===== config.mk =====
export PLATFORM = sky130hd
export DESIGN_NAME = instr_align_expand
export DESIGN_NICKNAME = d
export VERILOG_FILES = /design/src/rtl/instr_align_expand.sv
export SDC_FILE = /design/constraint.sdc
export NUM_CORES = 1
export LEC_CHECK = 0
export ABC_AREA = 1
export BUFFER_PORTS_ARGS = -buffer_cell sky130_fd_sc_hd__buf_2
export CAP_MARGIN = 15
export CORE_MARGIN = 5
export CORE_UTILIZATION = 46
export DETAILED_ROUTE_END_ITERATION = 8
export PLACE_DENSITY = 0.74
export SYNTH_ARGS = -nofsm -noshare
export SYNTH_HDL_FRONTEND = slang
export SYNTH_SLANG_ARGS = --single-unit

===== constraint.sdc =====
create_clock -name clk -period 1.3 [get_ports clk]
set_input_delay 0.13 -clock clk [delete_from_list [all_inputs] [get_ports clk]]
set_output_delay 0.13 -clock clk [all_outputs]
set_load 0.02 [all_outputs]

===== src/rtl/instr_align_expand.sv =====
// ---------------------------------------------------------------------------
// instr_align_expand
//
// Sits between instruction fetch and decode. Fetch delivers aligned 32-bit
// words; decode receives one 32-bit instruction per cycle with its PC.
//
// Build option (macro QUINTA_RVC_EN):
//   defined   : words are split into a circular halfword queue. Instructions
//               that straddle a word boundary are realigned, and C.NOP/C.ADDI
//               are expanded to their RV32 forms.
//   undefined : a single 32-bit word skid register. Each fetched word is one
//               instruction (pc += 4) and non-32-bit encodings are flagged
//               illegal. Redirect targets are treated as word aligned.
//
// Ports:
//   clk, rst_n             clock (rising edge), async active-low reset
//   fetch_valid/ready/data fetch word handshake; data[15:0] is the lower
//                          address halfword
//   flush, flush_pc        redirect: drop all buffered state, restart at pc
//   instr_valid/ready      decode handshake
//   instr_data             32-bit instruction (expanded if compressed)
//   instr_pc               address of the instruction's first halfword
//   instr_is_compressed    source was a 16-bit encoding
//   instr_illegal          unsupported encoding
//
// Parameters:
//   BUF_HW   halfword queue depth (minimum 4)
//   RESET_PC PC of the first instruction after reset
// ---------------------------------------------------------------------------
module instr_align_expand #(
  parameter int          BUF_HW   = 4,
  parameter logic [31:0] RESET_PC = 32'h0000_0000
) (
  input  logic        clk,
  input  logic        rst_n,
  input  logic        fetch_valid,
  output logic        fetch_ready,
  input  logic [31:0] fetch_data,
  input  logic        flush,
  input  logic [31:0] flush_pc,
  output logic        instr_valid,
  input  logic        instr_ready,
  output logic [31:0] instr_data,
  output logic [31:0] instr_pc,
  output logic        instr_is_compressed,
  output logic        instr_illegal
);

  // Straddled 32-bit instructions plus a full incoming word need at least
  // four halfword slots to sustain one instruction per cycle.
  if (BUF_HW < 4) begin : g_buf_hw_too_small
    $error("instr_align_expand: BUF_HW must be at least 4");
  end

`ifdef QUINTA_RVC_EN

  localparam int AW = $clog2(BUF_HW);
  localparam int CW = $clog2(BUF_HW + 1);
  // Largest fill level that still leaves room for two halfwords.
  localparam logic [CW-1:0] MAX_FILL = CW'(BUF_HW - 2);
  localparam logic [AW:0]   DEPTH    = (AW + 1)'(BUF_HW);

  logic [15:0]   mem [BUF_HW];
  logic [AW-1:0] head;
  logic [AW-1:0] tail;
  logic [CW-1:0] count;
  logic [31:0]   pc;
  logic          drop_hw;

  // Circular index advance that also works for non power-of-two depths.
  function automatic logic [AW-1:0] idx_add(input logic [AW-1:0] idx,
                                            input logic [1:0]    n);
    logic [AW:0] sum;
    sum = {1'b0, idx} + {{(AW - 1){1'b0}}, n};
    if (sum >= DEPTH) sum = sum - DEPTH;
    return sum[AW-1:0];
  endfunction

  logic [15:0] hw0;
  logic [15:0] hw1;
  logic        is_32;
  logic        out_valid;
  logic        in_fire;
  logic        out_fire;
  logic [1:0]  n_in;
  logic [1:0]  n_out;
  logic [31:0] sel_data;
  logic        sel_illegal;

  assign hw0   = mem[head];
  assign hw1   = mem[idx_add(head, 2'd1)];
  assign is_32 = (hw0[1:0] == 2'b11);

  // A 32-bit instruction waits until both of its halves are queued, which is
  // what makes straddling instructions come out whole.
  assign out_valid = is_32 ? (count >= CW'(2)) : (count != '0);

  assign fetch_ready = rst_n && (count <= MAX_FILL) && !flush;
  assign in_fire     = fetch_valid && fetch_ready;
  assign out_fire    = out_valid && instr_ready && !flush;

  assign n_in  = !in_fire  ? 2'd0 : (drop_hw ? 2'd1 : 2'd2);
  assign n_out = !out_fire ? 2'd0 : (is_32   ? 2'd2 : 2'd1);

  // NOTE: every variable assigned in always_comb gets a default first, so no
  // path can leave it unassigned and infer a latch.
  always_comb begin
    sel_data    = '0;
    sel_illegal = 1'b0;
    if (is_32) begin
      sel_data = {hw1, hw0};
    end else if (hw0 == 16'h0001) begin
      sel_data = 32'h0000_0013;  // c.nop -> addi x0,x0,0
    end else if (hw0[15:13] == 3'b000 && hw0[1:0] == 2'b01 &&
                 hw0[11:7] != 5'd0) begin
      // c.addi rd,imm -> addi rd,rd,sext(imm6)
      sel_data = {{6{hw0[12]}}, hw0[12], hw0[6:2], hw0[11:7], 3'b000,
                  hw0[11:7], 7'b0010011};
    end else begin
      sel_data    = {16'h0000, hw0};
      sel_illegal = 1'b1;
    end
  end

  // Outputs depend only on registered queue state, so they hold while
  // decode stalls.
  assign instr_valid         = out_valid;
  assign instr_data          = out_valid ? sel_data : '0;
  assign instr_pc            = pc;
  assign instr_is_compressed = out_valid && !is_32;
  assign instr_illegal       = out_valid && sel_illegal;

  // NOTE: the queue storage has no reset; head/tail/count decide which
  // entries are meaningful, and stale slots never reach the outputs.
  always_ff @(posedge clk) begin
    if (in_fire) begin
      if (drop_hw) begin
        mem[tail] <= fetch_data[31:16];
      end else begin
        mem[tail]                <= fetch_data[15:0];
        mem[idx_add(tail, 2'd1)] <= fetch_data[31:16];
      end
    end
  end

  // NOTE: sequential state uses non-blocking assignments so every register
  // samples pre-edge values regardless of statement order.
  always_ff @(posedge clk or negedge rst_n) begin
    if (!rst_n) begin
      head    <= '0;
      tail    <= '0;
      count   <= '0;
      pc      <= RESET_PC;
      drop_hw <= 1'b0;
    end else if (flush) begin
      head    <= '0;
      tail    <= '0;
      count   <= '0;
      pc      <= flush_pc & ~32'h1;
      // A redirect to the upper halfword discards the lower half of the
      // next fetched word.
      drop_hw <= flush_pc[1];
    end else begin
      head  <= idx_add(head, n_out);
      tail  <= idx_add(tail, n_in);
      count <= count + CW'(n_in) - CW'(n_out);
      if (out_fire) pc <= pc + (is_32 ? 32'd4 : 32'd2);
      if (in_fire)  drop_hw <= 1'b0;
    end
  end

`else

  logic [31:0] word;
  logic        full;
  logic [31:0] pc;
  logic        in_fire;
  logic        out_fire;

  assign fetch_ready = rst_n && !full && !flush;
  assign in_fire     = fetch_valid && fetch_ready;
  assign out_fire    = full && instr_ready && !flush;

  assign instr_valid         = full;
  assign instr_data          = full ? word : '0;
  assign instr_pc            = pc;
  assign instr_is_compressed = 1'b0;
  assign instr_illegal       = full && (word[1:0] != 2'b11);

  always_ff @(posedge clk or negedge rst_n) begin
    if (!rst_n) begin
      word <= '0;
      full <= 1'b0;
      pc   <= RESET_PC;
    end else if (flush) begin
      full <= 1'b0;
      // Only word-aligned targets exist without halfword alignment.
      pc   <= flush_pc & ~32'h3;
    end else begin
      if (in_fire) begin
        word <= fetch_data;
        full <= 1'b1;
      end else if (out_fire) begin
        full <= 1'b0;
      end
      if (out_fire) pc <= pc + 32'd4;
    end
  end

`endif

endmodule


==> results.md <==
* Clock slew at reported path FFs at 80 ps
* Skew-Pair Late Insertion Delay at 350 ps
* Synth Instances at 536
* Antenna viol nets, final at 0
* GR Overflow Total at 0
* Critical Path Start Type: register
* Antenna violations before repair at 0
* Clk root buf: clkbuf_8
* Setup slack at placement at -194 ps
* Max Buffers Root-to-Sink at 2
* YS warnings at 0
* Setup CP Type: register to register
* Most frequent cells in the layout: nand2_1, buf_2, buf_4
* Final Max Tran Viols at 0
* Rows at 34
* Post-Synth Simple-Gate Area at 0.302
* Net count, final at 808
* Post-synthesis compound-gate area fraction at 0.0691
* Avg WL per Cell at 16.0 um
* Layout cells sized above 1 at 0.544
* Worst EP required at 1530 ps
* Buffers on Ports at 131
* Max FO, Critical Path at 7
* Hold_sp: fetch_data[3]
* Via count at 4,229
* Wl on met1 at 5510 um
* Worst hold slack at 13.3 ps
* Die Span X at 103 um
* Final setup fails at 92
* First-pass GRT wire length at 18,800 um
* CP Capture Type: register
* Worst vdd ir at 0.000655 V
* Starting Density at 0.465
* Adder-cell share of the synthesized area at 0.00311
* TNS Setup at -13,790 ps
* # DRC at 0
* Detailed placement HPWL at 8480 um
* H-tree lvl count at 3
* Most common cell after layout, fill and taps aside: nand2_1
* Slew @ Worst Pin at 851 ps
* Core Util, Final at 0.744
* Hold WC Path Type: input port to register
* Worst setup margin at -244 ps
* Drt first-iter violations at 195
* Post-route insts no fill at 851
* Die H at 103 um
* Failing checks: setup timing
* Crit path arrival time at 1770 ps
* Slew HR at 0.433
* Die footprint at 0.0107 sq mm
* Areal power density over the cells at 1100 mW/mm^2
* Post-route minimum period at 1540 ps
* Vias in the first global route at 4,042
* Metal3 WL at 969 um
* Maximum clock frequency at 0.648 GHz
* Sequential cell area fraction in the yosys report at 0.392
* XOR/XNOR Fraction of Synth Area at 0
* Crit path from: instr_valid
* Cells after DPL at 815
* CTS sink count at 63
* TritonCTS clock tree: yes
* Core area at 0.00864 sq mm
* Via density at 4.97
* Pre-Repair DR Iteration Count at 4
* Cell area after synthesis at 0.00402 sq mm
* Highest metal used: met4
* Largest family of logic cells by synthesized area: simple AND/OR/NAND/NOR gates
* Synth cell types at 30
* I/O Pins at 137
* # diodes at 0
* Mux share of post-synthesis cell area at 0.117
* P_leak at 3.57 nW
* Outcome: finished with violations
* Final Hold Violating Endpoints at 0
* Period utilization at 1.19
* Total GRT Usage at 0.224
* TritonCTS Buffers at 9
* Largest net degree at the start of global routing at 64
* GP Congestion at 0.924
* WL met2 at 6860 um
* Post-Syn Area per Cell at 7.50 sq um
* Area growth from synthesis to layout at 59.8%
* Max-cap viol count at 0
* RSZ-0062 raised after global routing: true
* Synth Register Bits at 63
* Final clock skew at 13.2 ps
* Worst r2r src: instr_valid
* WL final at 13,600 um
[flip-flops by register name (all words and copies together) (netlist names)]
name / flops
instr_pc: 30
instr_valid: 1
word: 32
[per-stage QoR]
stage / total power, mW / instance area [sq um]
after global routing: 7.38 / 6420
after floorplan: 3.89 / 4100
final: 7.04 / 6420
after detailed placement: 4.78 / 5250
after global placement: 4.72 / 5250
after CTS: 6.49 / 5730
[synth_stat cells]
cell	instances	share of area
a211oi_1	2	0.0037
buf_2	7	0.0087
dfrtp_1	63	0.39
a31oi_1	3	0.0047
mux2_2	3	0.0084
and2_1	2	0.0031
nand2_4	2	0.0056
nor2_2	3	0.0047
buf_6	4	0.011
o211ai_1	8	0.015
mux2_4	29	0.11
inv_1	84	0.078
nand3b_1	1	0.0019
conb_1	1	0.00093
nand2_1	178	0.17
ha_1	1	0.0031
clkbuf_1	8	0.0075
nor2_8	1	0.0050
nand4_1	1	0.0016
nand2_2	6	0.0093
buf_4	4	0.0075
a221oi_1	1	0.0022
nor2_4	6	0.017
nor2_1	41	0.038
a21oi_1	6	0.0075
inv_2	1	0.00093
clkinv_2	1	0.0012
o21ai_1	1	0.0012
o21ai_0	28	0.035
nand3_1	40	0.050
[report_power, final]
part	total (mW)	internal [mW]	switching [mW]
clock	1.53	0.736	0.799
combinational	2.71	1.34	1.36
sequential	2.80	2.33	0.462
total	7.04	4.41	2.62
[per-layer routing]
metal	global-route usage	up-vias
met5	0	-
met4	0.0598	0
met3	0.0516	25
met2	0.391	144
met1	0.278	1996
li1	-	2064
[cell type report]
cell class,instances,area (sq um)
clock buffers,12,145
clock inverters,4,22.5
fillers,615,2210
inverters,86,340
multi-input cells,366,2430
flip-flops and latches,63,1610
well taps,108,135
repair buffers,212,1740
[timing repair]
item | 4_1_cts | 5_1_grt
gates cloned | 1 | 6
resized for setup | 76 | 168
setup buffers | 4 | 8
hold buffers | 3 | 0
pin swaps | 14 | 25
endpoints found under the setup margin | 71 | 94
hold endpoints to repair | 3 | 0
[cells by family after synthesis]
logic type,count (synthesis)
other cells,1
fa+ha+maj,1
flops,63
mux,32
buf+inv,109
simple gates,281
compound gates,49
[critical path: stages, from the launching register on]
cell and delay, ps:
dfrtp_2 410, buf_12 150, clkinv_8 50, nand2_4 60, nor2_8 160, nand2_8 120
clkbuf_16 180, mux2_4 300
[final timing paths]
kind | to | slack (ps) | cells past startpoint
worst max register to register | word[24] | -240 | 7
worst min-delay path | word[3] | 10 | 2
worst max-delay path | word[24] | -240 | 7
min in group asynchronous | instr_pc[13] | 80 | 2
max in group asynchronous | instr_pc[24] | 600 | 2
worst min register to register | instr_pc[31] | 540 | 2
(Power assumes the default switching activity.)
